==> src/rtl/video_sync_gen.sv <==
// Composite sync generator: two-field line/column timing with inverted-serration
// vertical sync, a colour-burst gate and a small test-target rectangle.
module video_sync_gen #(
  parameter int unsigned H_TOTAL      = 254,
  parameter int unsigned H_SYNC       = 19,
  parameter int unsigned BURST_START  = 21,
  parameter int unsigned BURST_LEN    = 10,
  parameter int unsigned V_SYNC_LINES = 3,
  parameter int unsigned LINES_F0     = 263,
  parameter int unsigned LINES_F1     = 262,
  parameter int unsigned TGT_LINE     = 140,
  parameter int unsigned TGT_COL      = 140,
  parameter int unsigned TGT_H        = 7,
  parameter int unsigned TGT_W        = 3
) (
  input  logic       clk4mhz,
  input  logic       reset,
  input  logic       en,
  output logic       csync,
  output logic       vsync,
  output logic       burst,
  output logic       field,
  output logic       video,
  output logic       frame_start,
  output logic [8:0] line_cnt,
  output logic [8:0] col_cnt
);

  logic [8:0]  r_hcount;
  logic [8:0]  r_vcount;
  logic        r_field;

  logic [31:0] w_h;
  logic [31:0] w_v;
  logic        w_h_last;
  logic        w_v_last;
  logic        w_vs_line;
  logic        w_csync;
  logic        w_burst;
  logic        w_tgt_rows;
  logic        w_tgt_cols;
  logic        w_video;
  logic        w_frame_start;

  assign w_h = {23'd0, r_hcount};
  assign w_v = {23'd0, r_vcount};

  assign w_h_last  = (w_h == H_TOTAL - 1);
  assign w_v_last  = r_field ? (w_v == LINES_F1 - 1) : (w_v == LINES_F0 - 1);
  assign w_vs_line = (w_v < V_SYNC_LINES);

  // Vsync lines carry inverted serration: high except for the last H_SYNC clocks.
  assign w_csync = w_vs_line ? (w_h < H_TOTAL - H_SYNC) : (w_h < H_SYNC);

  assign w_burst = !w_vs_line && (w_h >= BURST_START) &&
                   (w_h < BURST_START + BURST_LEN);

  assign w_tgt_rows    = (w_v >= TGT_LINE) && (w_v < TGT_LINE + TGT_H);
  assign w_tgt_cols    = (w_h >= TGT_COL) && (w_h < TGT_COL + TGT_W);
  assign w_video       = w_tgt_rows && w_tgt_cols && !w_vs_line && !w_csync;
  assign w_frame_start = (r_hcount == 9'd0) && (r_vcount == 9'd0);

  always_ff @(posedge clk4mhz) begin
    if (reset || !en) begin
      r_hcount <= '0;
      r_vcount <= '0;
      r_field  <= 1'b0;
    end else if (w_h_last) begin
      r_hcount <= '0;
      if (w_v_last) begin
        r_vcount <= '0;
        r_field  <= ~r_field;
      end else begin
        r_vcount <= r_vcount + 9'd1;
      end
    end else begin
      r_hcount <= r_hcount + 9'd1;
    end
  end

  // Outputs are one cycle behind the counters they describe.
  always_ff @(posedge clk4mhz) begin
    if (reset || !en) begin
      csync       <= 1'b0;
      vsync       <= 1'b0;
      burst       <= 1'b0;
      field       <= 1'b0;
      video       <= 1'b0;
      frame_start <= 1'b0;
      line_cnt    <= '0;
      col_cnt     <= '0;
    end else begin
      csync       <= w_csync;
      vsync       <= w_vs_line;
      burst       <= w_burst;
      field       <= r_field;
      video       <= w_video;
      frame_start <= w_frame_start;
      line_cnt    <= r_vcount;
      col_cnt     <= r_hcount;
    end
  end

endmodule

==> config.mk <==
export PLATFORM = sky130hd
export DESIGN_NAME = video_sync_gen
export DESIGN_NICKNAME = d
export VERILOG_FILES = /design/src/rtl/video_sync_gen.sv
export SDC_FILE = /design/constraint.sdc
export NUM_CORES = 1
export LEC_CHECK = 0
export CORE_ASPECT_RATIO = 1.25
export CORE_MARGIN = 1
export CORE_UTILIZATION = 52
export DETAILED_ROUTE_END_ITERATION = 10
export PLACE_DENSITY = 0.86
export SLEW_MARGIN = 20
export SYNTH_ARGS = -nofsm -noshare
export SYNTH_HDL_FRONTEND = slang
export SYNTH_SLANG_ARGS = --single-unit
==> constraint.sdc <==
create_clock -name clk4mhz -period 2.1 [get_ports clk4mhz]
set_input_delay 0.42 -clock clk4mhz [delete_from_list [all_inputs] [get_ports clk4mhz]]
set_output_delay 0.42 -clock clk4mhz [all_outputs]
set_load 0.005 [all_outputs]
; Word level (Yosys, flattened, before mapping)
; Index checks and enable logic that the tools add are counted.
[op_classes]
bitwise_logic = 1
addsub = 2
n_eq_ne = 3
n_lt_le_gt_ge = 9
n_reduce_logical = 16
muxes = 3
[op_table]
columns = cell, count
row1 = "9-bit by 8-bit less-than comparator with 1-bit output, second input constant", 3
row2 = "9-bit by 1-bit adder with 9-bit output, second input constant", 2
row3 = "9-bit equality test, second input constant", 2
row4 = "9-bit by 8-bit greater-or-equal comparator with 1-bit output, second input constant", 2
row5 = 9-bit zero test, 2
row6 = "9-bit by 5-bit less-than comparator with 1-bit output, second input constant", 2
row7 = "9-bit by 8-bit equality test with 1-bit output, second input constant", 1
row8 = "9-bit by 5-bit greater-or-equal comparator with 1-bit output, second input constant", 1
row9 = "9-bit by 2-bit less-than comparator with 1-bit output, second input constant", 1
row10 = 9-bit 2-to-1 mux, 1
row11 = 1-bit logical AND, 8
row12 = 1-bit zero test, 3
row13 = 1-bit 2-to-1 mux, 2
row14 = 2-bit AND reduction, 1
row15 = 2-bit OR reduction, 1
row16 = 1-bit logical OR, 1
row17 = 1-bit NOT, 1
[totals]
output_inout_bits = 24
register_bits = 43
word_cells = 45

; Depth between registers and ports, before layout
; Gate-level depths: netlist (run 1).
[logic_depth]
word_depth = 5
depth_mapped = 7
ltp_nobuf = 6

; Worst setup path before layout (run 1)
; OpenSTA, ideal clock, no wires.
[synth_timing]
path_type = register -> register
start = register r_hcount[0]
end = register r_vcount[8]
period_less_slack_ps = 1880
path_stages_with_launch = 7
t_arrival_ps = 1811
setup_slack_ps = 220
n_path_buf = 1
cell_sequence = dfxtp_1 ha_1 nand4b_2 or2_1 buf_6 or4_4 a21oi_2
[synth_via]
elab_chain_len = 1
[synth_lines]
columns = element, line
row1 = "start, declared", 29  ; logic [8:0] r_hcount;
row2 = "start signal, assigned", 77  ; r_hcount <= r_hcount + 9'd1;
row3 = 9-bit by 8-bit equality test with 1-bit output, 48  ; assign w_h_last = (w_h == H_TOTAL - 1);
row4 = "end signal, assigned", 74  ; r_vcount <= r_vcount + 9'd1;
row5 = "end, declared", 30  ; logic [8:0] r_vcount;
; No other way between the ends.
; A chain may end at the register's enable or synchronous reset.

; Worst setup path in the final report (run 1)
; Same ends and word-level chain as after synthesis.

==> results of run 1 <==
how the worst max path moves through the flow:
stage | startpoint | end | slack (ps) | cells past startpoint
2_1_floorplan | r_hcount[0] | r_vcount[8] | 220 | 6
3_3_place_gp | r_hcount[0] | r_vcount[8] | 300 | 5
3_5_place_dp | r_hcount[0] | r_vcount[8] | 240 | 5
4_1_cts | r_hcount[0] | r_vcount[8] | 220 | 5
5_1_grt | r_hcount[1] | r_vcount[8] | 120 | 6
6_report | r_hcount[0] | r_vcount[8] | 220 | 5
flip-flops by register name (all words and copies together), names as in the netlist, 9 cells and up:
name and count:
r_hcount 9, col_cnt 9, line_cnt 9, r_vcount 9
kinds of logic (layout without fill, tap and decap cells):
family,after synthesis,after routing,synth area share
and+or+nand+nor,90,90,0.281
DFF,43,43,0.499
AOI/OAI and AO/OA,17,17,0.0653
buffers and inverters,17,45,0.0457
xor gates and xnor gates,13,13,0.0660
adders and majority gates,5,5,0.0363
muxes,1,1,0.00653
where the power goes:
group | total, mW | internal [mW] | switching, mW
clock network | 0.504 | 0.258 | 0.247
registers | 0.825 | 0.821 | 0.00447
logic | 0.0421 | 0.0202 | 0.0219
total | 1.37 | 1.10 | 0.273
critical path: stages (launching register included):
cell and delay, ps:
dfxtp_1 480, ha_1 240, nand4b_2 110, or2_1 330, or4_4 550, a21oi_2 130
through the flow:
stage	setup WS (ps)	total power, mW	hold slack, ps	util
after floorplan	220	0.863	471	-
after global placement	296	0.886	505	0.632
after detailed placement	243	0.887	508	0.632
after CTS	225	1.40	520	0.660
after global routing	120	1.44	532	0.660
final	217	1.37	522	0.660
routing by layer:
layer	routed length, um	part of all wire
met1	1380	0.45
met2	1500	0.48
met3	143	0.046
met4	73	0.024
met5	0	0
cells in the final DEF (no fill, tap or decap), types with 4 or more instances in the layout:
master	count
nor4_1	7
clkdlybuf4s50_1	26
and2_1	14
clkbuf_8	6
nand4_1	4
buf_4	6
ha_1	5
dfxtp_1	43
a21oi_1	4
inv_1	6
xnor2_1	10
nor2_1	28
nor3_1	6
nand3_1	10
nand2_1	10
cell type report:
cell class,count,share of cell area
Sequential cell,43,0.409
Multi-Input combinational cell,126,0.372
Timing Repair Buffer,32,0.145
Clock buffer,6,0.0392
Tap cell,37,0.0220
Inverter,6,0.0107
Clock inverter,1,0.00238
==> reports/results.ini, run 1 <==
[sta]
period_needed_ps = 1880
setup_viol = 0
slew_violations = 0
tightest_slew_ps = 351
fmax_ghz = 0.531
tns_ps = 0
rsz0062_at_grt = false
slew-limit-headroom = 0.764
period_share = 0.897
skew_ps = 3.84
hold_viol = 0

[hold_path]
hold_start = r_field
min_to = field
hold_class = reg -> reg
hold_path_depth = 1

[logic_synthesis]
synth_edf_count = 0
yosysWarnings = 0
ys_async_sr_fraction = 0
yosysMostFrequentCell = dfxtp_1
synth_flop_cell = dfxtp_1
synth-seq-area-share = 0.499
syn_nets = 194
syn_area_sq_um = 1720
synth-seq-cells = 43
netlist-cell-type-count = 39
yosys.area.top_type = dfxtp_1
yosysTopAreaCellShare = 0.499
avgSynthCellArea_sq_um = 9.27
netlist_top_cells_count = dfxtp_1, nor2_1, and2_1
synthTopCellsByArea = dfxtp_1, nor2_1, and2_1, xnor2_1, ha_1
synth_cells = 186

[floorplanning]
core_area_sq_um = 3190
die_y_um = 66.4
io-pin-count = 27
dieArea_sq_um = 3550
die_w_um = 53.5
start_util = 0.540
fp-row-count = 23

[critical_path]
critPathLaunchType = flop
end_kind = flop
cp.arrival_ps = 2110
crit_required_ps = 2330
reg2reg_from = r_hcount[0]
cp_max_fo = 9
ff2ff_path_depth = 5
critPathKind = reg -> reg
regToRegEndpoint = r_vcount[8]
rrSetupSlack_ps = 220

[cts]
post-cts-setup-buffers = 0
cts_num_sinks = 43
cts_buffers = 5
htree_levels = 2
cts_tree = yes
clock-root-buffer = clkbuf_8
cts_buffer_depth = 2
hold_buffers = 0
clk_pin_slew_ps = 70
cts-resized-gates = 0
clkLatencyLatePin_ps = 290

[global_route]
met1_usage = 0.259
gr-usage-met2 = 0.325
top_usage_layer = met2
grt_max_degree = 18
grt_overflow_total = 0
grt_use_total = 0.208
antenna_found_initial = 0
grt_pass1_vias = 1177
grt_first_pass_wirelength_mm = 5.33
gr-usage-met3 = 0.0552

[place]
port_buffers = 26
place_area_sq_um = 2020
hpwl_mm = 2.24
gp_congestion = 0.875
dp_cells = 244

[layout]
final_cell_count_no_fill = 251
finish.instance_area_sq_um = 2110
final_nets = 222
area_delta_synth_final_pct = 22.2
drive_above_1_share = 0.0935
fill_cells = 251
seqCellArea_sq_um = 861
num_antenna_cells = 0
multi_input_area_sq_um = 785

[routing]
wirelength_mm = 3.09
antenna_left = 0
drt_iter0_markers = 26
wl_per_cell_um = 12.3
routed_via_density = 5.34
drc = 0
vias = 1341
first_pass_iters = 4

[pwr]
powerDensity_nw_per_um2 = 651
leakagePower_nw = 0.779
ir_drop_mv = 0.585

[run_status]
status = finished, final reports clean

[run]
maxCapViolCount = 0

No activity file was read; power rests on OpenSTA's default activity.
==> run 2: changes to the inputs <==
SLEW_MARGIN = unset   (was 20)
==> results of run 2 <==
Same layout as run 1: the final DEF is identical, and so are final timing and power.
